`src/rtl/clock_timing_decoder.sv`:
```
// Triple-redundant clock-phase decoder: votes three {R,Q,P} phase codes, tracks the legal
// 8-step code cycle and derives bit-time and computer-phase counters with error reporting.
module clock_timing_decoder #(
    parameter int unsigned BITS_PER_PHASE = 14,
    parameter int unsigned STALL_MAX      = 15
) (
    input  logic       CLK,
    input  logic       RST,
    input  logic [2:0] A1CODE,
    input  logic [2:0] A2CODE,
    input  logic [2:0] A3CODE,
    input  logic       CLR_ERR,
    output logic [2:0] VCODE,
    output logic       STEP,
    output logic       BIT_STB,
    output logic [3:0] BIT_TIME,
    output logic [1:0] PHASE,
    output logic       PHASE_STB,
    output logic       LOCKED,
    output logic       SEQ_ERR,
    output logic [2:0] CHAN_ERR,
    output logic [7:0] ERR_CNT
);

    typedef enum logic [0:0] {StSearch, StLocked} state_t;

    localparam logic [3:0] BitLast   = 4'(BITS_PER_PHASE - 1);
    localparam logic [7:0] HoldLimit = 8'(STALL_MAX);

    state_t     state_q, state_d;
    logic [2:0] a1_q, a2_q, a3_q;
    logic [2:0] vote, succ, miscmp;
    logic [2:0] vcode_q;
    logic [7:0] hold_q, hold_d;
    logic [3:0] bit_time_q, bit_time_d;
    logic [1:0] phase_q, phase_d;
    logic       step_q, step_d;
    logic       bit_stb_q, bit_stb_d;
    logic       phase_stb_q, phase_stb_d;
    logic       seq_err_q, seq_err_d;
    logic [2:0] chan_err_q, chan_err_d;
    logic [7:0] err_cnt_q, err_cnt_d;

    assign vote   = (a1_q & a2_q) | (a1_q & a3_q) | (a2_q & a3_q);
    assign miscmp = {a3_q != vote, a2_q != vote, a1_q != vote};

    // Only legal successor of the currently displayed code.
    always_comb begin
        unique case (vcode_q)
            3'b000: succ = 3'b001;
            3'b001: succ = 3'b011;
            3'b011: succ = 3'b010;
            3'b010: succ = 3'b110;
            3'b110: succ = 3'b111;
            3'b111: succ = 3'b101;
            3'b101: succ = 3'b100;
            3'b100: succ = 3'b000;
        endcase
    end

    always_comb begin
        state_d     = state_q;
        hold_d      = '0;
        bit_time_d  = bit_time_q;
        phase_d     = phase_q;
        step_d      = 1'b0;
        bit_stb_d   = 1'b0;
        phase_stb_d = 1'b0;
        seq_err_d   = 1'b0;

        unique case (state_q)
            StSearch: begin
                if (vcode_q == 3'b100 && vote == 3'b000) begin
                    state_d    = StLocked;
                    bit_time_d = '0;
                    phase_d    = '0;
                end
            end
            StLocked: begin
                if (vote == vcode_q) begin
                    if (hold_q == HoldLimit) begin
                        seq_err_d = 1'b1;
                        state_d   = StSearch;
                    end else begin
                        hold_d = hold_q + 8'd1;
                    end
                end else if (vote == succ) begin
                    step_d = 1'b1;
                    if (vote == 3'b000) begin
                        bit_stb_d = 1'b1;
                        if (bit_time_q == BitLast) begin
                            bit_time_d  = '0;
                            phase_d     = phase_q + 2'd1;
                            phase_stb_d = 1'b1;
                        end else begin
                            bit_time_d = bit_time_q + 4'd1;
                        end
                    end
                end else begin
                    seq_err_d = 1'b1;
                    state_d   = StSearch;
                end
            end
            default: state_d = StSearch;
        endcase

        // A clear that coincides with a new event keeps that event.
        chan_err_d = CLR_ERR ? miscmp : (chan_err_q | miscmp);
        if (CLR_ERR) begin
            err_cnt_d = {7'd0, seq_err_d};
        end else if (seq_err_d && err_cnt_q != 8'hFF) begin
            err_cnt_d = err_cnt_q + 8'd1;
        end else begin
            err_cnt_d = err_cnt_q;
        end
    end

    always_ff @(posedge CLK) begin
        if (RST) begin
            state_q     <= StSearch;
            a1_q        <= '0;
            a2_q        <= '0;
            a3_q        <= '0;
            vcode_q     <= '0;
            hold_q      <= '0;
            bit_time_q  <= '0;
            phase_q     <= '0;
            step_q      <= 1'b0;
            bit_stb_q   <= 1'b0;
            phase_stb_q <= 1'b0;
            seq_err_q   <= 1'b0;
            chan_err_q  <= '0;
            err_cnt_q   <= '0;
        end else begin
            state_q     <= state_d;
            a1_q        <= A1CODE;
            a2_q        <= A2CODE;
            a3_q        <= A3CODE;
            vcode_q     <= vote;
            hold_q      <= hold_d;
            bit_time_q  <= bit_time_d;
            phase_q     <= phase_d;
            step_q      <= step_d;
            bit_stb_q   <= bit_stb_d;
            phase_stb_q <= phase_stb_d;
            seq_err_q   <= seq_err_d;
            chan_err_q  <= chan_err_d;
            err_cnt_q   <= err_cnt_d;
        end
    end

    assign VCODE     = vcode_q;
    assign STEP      = step_q;
    assign BIT_STB   = bit_stb_q;
    assign BIT_TIME  = bit_time_q;
    assign PHASE     = phase_q;
    assign PHASE_STB = phase_stb_q;
    assign LOCKED    = (state_q == StLocked);
    assign SEQ_ERR   = seq_err_q;
    assign CHAN_ERR  = chan_err_q;
    assign ERR_CNT   = err_cnt_q;

endmodule

```
`config.mk`:
```
export PLATFORM = sky130hd
export DESIGN_NAME = clock_timing_decoder
export DESIGN_NICKNAME = d
export VERILOG_FILES = /design/src/rtl/clock_timing_decoder.sv
export SDC_FILE = /design/constraint.sdc
export NUM_CORES = 1
export LEC_CHECK = 0
export ABC_AREA = 1
export BUFFER_PORTS_ARGS = -buffer_cell sky130_fd_sc_hd__buf_2
export CORE_AREA = 2 2 62 70
export CTS_BUF_LIST = sky130_fd_sc_hd__clkbuf_8
export DETAILED_ROUTE_END_ITERATION = 7
export DIE_AREA = 0 0 64 72
export MAX_ROUTING_LAYER = met4
export PLACE_DENSITY = 0.84
export SYNTH_ARGS = -nofsm -noshare
export SYNTH_HDL_FRONTEND = slang
export SYNTH_SLANG_ARGS = --single-unit
```
`constraint.sdc`:
```
create_clock -name CLK -period 2.17 [get_ports CLK]
set_input_delay 0.3255 -clock CLK [delete_from_list [all_inputs] [get_ports CLK]]
set_output_delay 0.3255 -clock CLK [all_outputs]
set_load 0.05 [all_outputs]
```
Word level (Yosys, flattened, before mapping)

Memories as Yosys holds them, arrays and structs flattened. A register that Yosys moved wholly into a read port is not among the register bits.
Cells that the tools add are included.

ROM bits: 24
Memories: 1
Input port bits: 12
Bits in registers: 42
Word-level logic and storage cells: 82

Eq/ne operators: 14
Bitwise logic cells: 10
Reductions and logical operators: 11
Multiplexer cells: 27
Add/subtract/negate cells: 4

Memory list:

| name             | words | width | rd ports | clocked after Yosys merged registers in | write ports | RTL line | source |
|---|---|---|---|---|---|---|---|
| (name not given) | 8     | 3     | 1        | 1                                       | 0           | 49       | `unique case (vcode_q)` |

Operator list:

| cell                                                  | number |
|---|---|
| 2-to-1 mux 4 bit                                      | 5 |
| adder 8 x 1 -> 8 bit, second input constant           | 2 |
| 2-to-1 mux 1 bit                                      | 12 |
| 2-to-1 mux 2 bit                                      | 5 |
| AND 3 bit                                             | 3 |
| inequality test 3 bit                                 | 3 |
| bitwise OR 3 bit                                      | 3 |
| == test 8 x 4 -> 1 bit, second input constant         | 1 |
| inequality test 8 bit, second input constant          | 1 |
| one-hot mux 4 bit (2 select lines)                    | 1 |
| OR reduction 4 bit                                    | 2 |
| == test 3 bit                                         | 2 |
| 2-to-1 mux 3 bit                                      | 2 |
| inequality test 2 x 1 -> 1 bit, second input constant | 3 |
| AND reduction 5 bit                                   | 1 |
| OR reduction 5 bit                                    | 1 |
| adder 4 x 1 -> 4 bit, second input constant           | 1 |
| == test 4 bit, second input constant                  | 1 |
| inequality test 2 bit, second input constant          | 2 |
| NOT 1 bit                                             | 4 |
| one-hot mux 2 bit (2 select lines)                    | 1 |
| AND reduction 4 bit                                   | 1 |
| == test 3 bit, second input constant                  | 1 |
| logical NOT 3 bit                                     | 1 |
| 6 further kinds                                       | 7 |

Depth between registers and ports, before layout

Depth after elaboration: 10
Depth in mapped cells: 13

Least setup slack after synthesis

Ideal clock, no wire load.

Path type: register to register
Start: reg err_cnt_q[1], in the netlist ERR_CNT[1]
End: reg err_cnt_q[5], in the netlist ERR_CNT[5]
Stages on the path, launching flop included: 10
Setup slack: 0.274 ns
Library setup time: 0.070 ns
Arrival time: 1.827 ns
Cells stage by stage: dfxtp_1 ha_1 nand2_1 inv_1 nand4_1 nor2_1 nand2_1 nand3_2 nand2_1 a21oi_1

Longest elaborated chain between the ends: 2

RTL lines:

| element                                                      | RTL line | source |
|---|---|---|
| start, declared                                              | 42       | `logic [7:0] err_cnt_q, err_cnt_d;` |
| start signal, assigned                                       | 148      | `err_cnt_q <= err_cnt_d;` |
| branches (longest 2 deep; another with adder 8 x 1 -> 8 bit) | n/a      |  |

Several ways; the timed one is not identified.
A chain may end at the register's enable or synchronous reset.

Worst setup path after layout

Start: reg hold_q[0]
End: reg err_cnt_q[0], in the netlist ERR_CNT[0]

Longest elaborated chain between the ends: 6

RTL lines:

| element                             | RTL line | source |
|---|---|---|
| start, declared                     | 34       | `logic [7:0] hold_q, hold_d;` |
| start signal, assigned              | 140      | `hold_q <= hold_d;` |
| == test 8 x 4 -> 1 bit *            | 81       | `if (hold_q == HoldLimit) begin` |
| 2-to-1 mux 1 bit *                  | 81       |  |
| 2-to-1 mux 1 bit *                  | 80       | `if (vote == vcode_q) begin` |
| 2-to-1 mux 1 bit *                  | 71       | `unique case (state_q)` |
| logical AND 1 bit                   | 111      | `end else if (seq_err_d && err_cnt_q != 8'hFF) begin` |
| nonzero test 2 bit (no source line) | n/a      |  |

Every way passes the cells marked *; elsewhere a longest branch is shown, timed or not.

==> flow_summary.yaml <==
floorplan:
  ioPinCount: 37
  start_util_pct: 56.1
  fp.dieArea_sq_um: 4610
  die_h_um: 72
  die_w_um: 64
  core_area_sq_um: 3870
  rows: 24
sta:
  fin_setup_tns_ps: 0
  whs_ps: 221
  hold_viol: 0
  setup_viol: 0
  rsz0062_at_grt: "false"
  maxClockFrequency_ghz: 0.548
  slew_headroom_pct: 71.7
  tightest_slew_ps: 423
  finClkSkew_ps: 3.87
  period_minus_slack_ps: 1830
  period_share_pct: 84.2
  report.final.slew_viol_count: 0
power_and_ir_drop:
  leakage_uw: 0.00116
  swShare_pct: 27.3
  power.density_nw_per_um2: 641
  p_sw_uw: 434
  p_clk_share_pct: 32.8
  ir_drop_mv: 0.368
  comb_power_share_pct: 12.7
  p_int_uw: 1160
  seq_power_share_pct: 54.5
logic_synthesis:
  synth_cell_types: 34
  yosysSeqAreaShare_pct: 41.5
  yosys_warnings: 0
  ys_ff_latch: 45
  synth_area_sq_um: 2170
  syn_avg_cell_area_sq_um: 7.49
  synthCells: 290
  synth_fp_nets: 306
global_routing:
  grt_pass1_wl_um: 7680
  gr-total-overflow: 0
  grt_pass1_vias: 1789
  grt_max_degree: 15
  grt_antenna_before_repair: 0
  grtUsageTotal_pct: 21.7
detailed_routing:
  met2_length_um: 2220
  wl_met3_um: 186
  dr.max_layer_used: "met4"
  drc: 0
  antenna_left: 0
  drt_iter0_drc: 150
  num_vias: 1957
  wl_met1_um: 1980
  avgRoutedWirePerCell_um: 11.7
  wl_um: 4470
  via_per_inst: 5.12
  firstDrtPassIters: 4
clock_tree:
  cts_num_sinks: 45
  cts_setup_buffers: 0
  clock_path_buffers: 2
  ctsHoldBuffers: 0
  cts_root_buf: "clkbuf_8"
  cts_tree: "yes"
  cts.repair.resized: 0
  clk_pin_slew_ps: 80
  insertion_delay_ps: 300
  htree_levels: 2
  cts_buffers: 5
layout:
  nFillCells: 349
  fin_cells: 382
  layout_common_cells: "nand2_1, dfxtp_1, inv_1"
  final_common_cell: "nand2_1"
  area_delta_synth_final_pct: 14.4
  diodes: 0
  ff_latch_area_sq_um: 901
  multi_input_area_sq_um: 1080
  drive_gt1_share_pct: 20.9
  design_area_sq_um: 2480
  fin_nets: 346
setup_path:
  cp_data_arrival_time_ps: 2020
  critPathMaxFanout: 10
  cp-start-kind: "flop"
  cp-end-kind: "flop"
  path_class: "reg -> reg"
  crit_required_ps: 2360
place:
  placed_cells: 375
  portBuffers: 36
  dp_hpwl_um: 3300
  gp_congestion: 0.888
  placed_area_sq_um: 2400
run_status:
  run_status: "finished clean"
hold_path:
  hold_path.class: "in -> reg"
run:
  cap_violations: 0
[Yosys cell counts]
cell      count  area, sq um
nand2_1      59          221
dfxtp_1      45          901
inv_1        43          161
nor2_1       35          131
nand3_1      17         85.1
a21oi_1      16         80.1
nand4_1      12         75.1
nand2_2       9         56.3
o21ai_0       7         35.0
xor2_1        7         61.3
nand3_2       6         60.1
ha_1          4         50.1
nor3_1        4         20.0
a41oi_1       2         17.5
buf_1         2         7.51
nor2_4        2         22.5
o21a_1        2         15.0
xnor2_1       2         17.5
a21oi_2       1         8.76
a22oi_1       1         7.51
a31oi_1       1         6.26
buf_4         1         7.51
buf_6         1         11.3
inv_2         1         3.75
nand2_4       1         11.3
nand3b_4      1         20.0
nor2_2        1         6.26
nor2_8        1         20.0
nor3_2        1         10.0
nor3b_1       1         7.51
nor4_1        1         6.26
nor4_2        1         12.5
o221ai_1      1         8.76
or2_2         1         6.26
[state kept, by name (all words and copies together), names as in the netlist]
register   flops
ERR_CNT        8
BIT_TIME       4
PHASE          2
STEP           1
succ           3
PHASE_STB      1
a3_q           3
LOCKED         1
a1_q           3
VCODE          3
CHAN_ERR       3
hold_q         8
SEQ_ERR        1
BIT_STB        1
a2_q           3
[final timing paths]
check / from / endpoint / slack, ps / depth (start not counted)
worst max-delay path: hold_q[0]$_SDFF_PP0_ / ERR_CNT[0]$_SDFFE_PP0P_ / 340 / 10
worst min-delay path: A2CODE[0] / a2_q[0]$_SDFF_PP0_ / 220 / 3
worst max register to register: hold_q[0]$_SDFF_PP0_ / ERR_CNT[0]$_SDFFE_PP0P_ / 340 / 10
worst min register to register: hold_q[3]$_SDFF_PP0_ / hold_q[3]$_SDFF_PP0_ / 470 / 2
[area by class of cell]
cell class	count	share of cell area, %
inverters	44	6.65
flip-flops and latches	45	36.3
clock inverters	1	0.151
well taps	52	2.62
repair buffers	37	7.55
multi-input cells	197	43.5
clock buffers	6	3.32
[stage by stage]
| stage | power (uW) | worst slack, ps | utilization [%] |
|---|---|---|---|
| floorplan | 1040 | 274 | - |
| global placement | 1080 | 483 | 61.9 |
| detailed placement | 1090 | 380 | 61.9 |
| CTS | 1600 | 352 | 64.1 |
| global route | 1660 | 176 | 64.1 |
| finish | 1590 | 344 | 64.1 |
[power by group through the flow]
stage	logic [uW]	clock network, uW	registers, uW
after floorplan	120	0	922
after global placement	197	0	887
after detailed placement	202	0	887
after CTS	203	527	867
after global routing	224	560	871
final	203	523	868
[critical path: stages, from the launching register on]
cell     delay, ps
dfxtp_1        380
ha_1           190
nand2_1         90
nor2_1         130
nand2_1         90
nor3_2         200
nor2_4          80
nor2_4         200
nand3_2        190
nand2_1        120
a21oi_1         70
[per-layer routing]
layer,vias up,track usage [%]
met5,-,-
met2,47,36.1
met1,895,25.1
met4,0,8.94
met3,11,5.12
li1,1004,-
[kinds of logic after synthesis]
logic type	count (synthesis)	synth area share [%]
buffers and inverters	48	8.81
AOI/OAI and AO/OA	31	8.24
DFF	45	41.5
adders and majority gates	4	2.30
and+or+nand+nor	153	35.5
xor gates and xnor gates	9	3.63
Note: power is estimated with default switching activity, not from simulation.
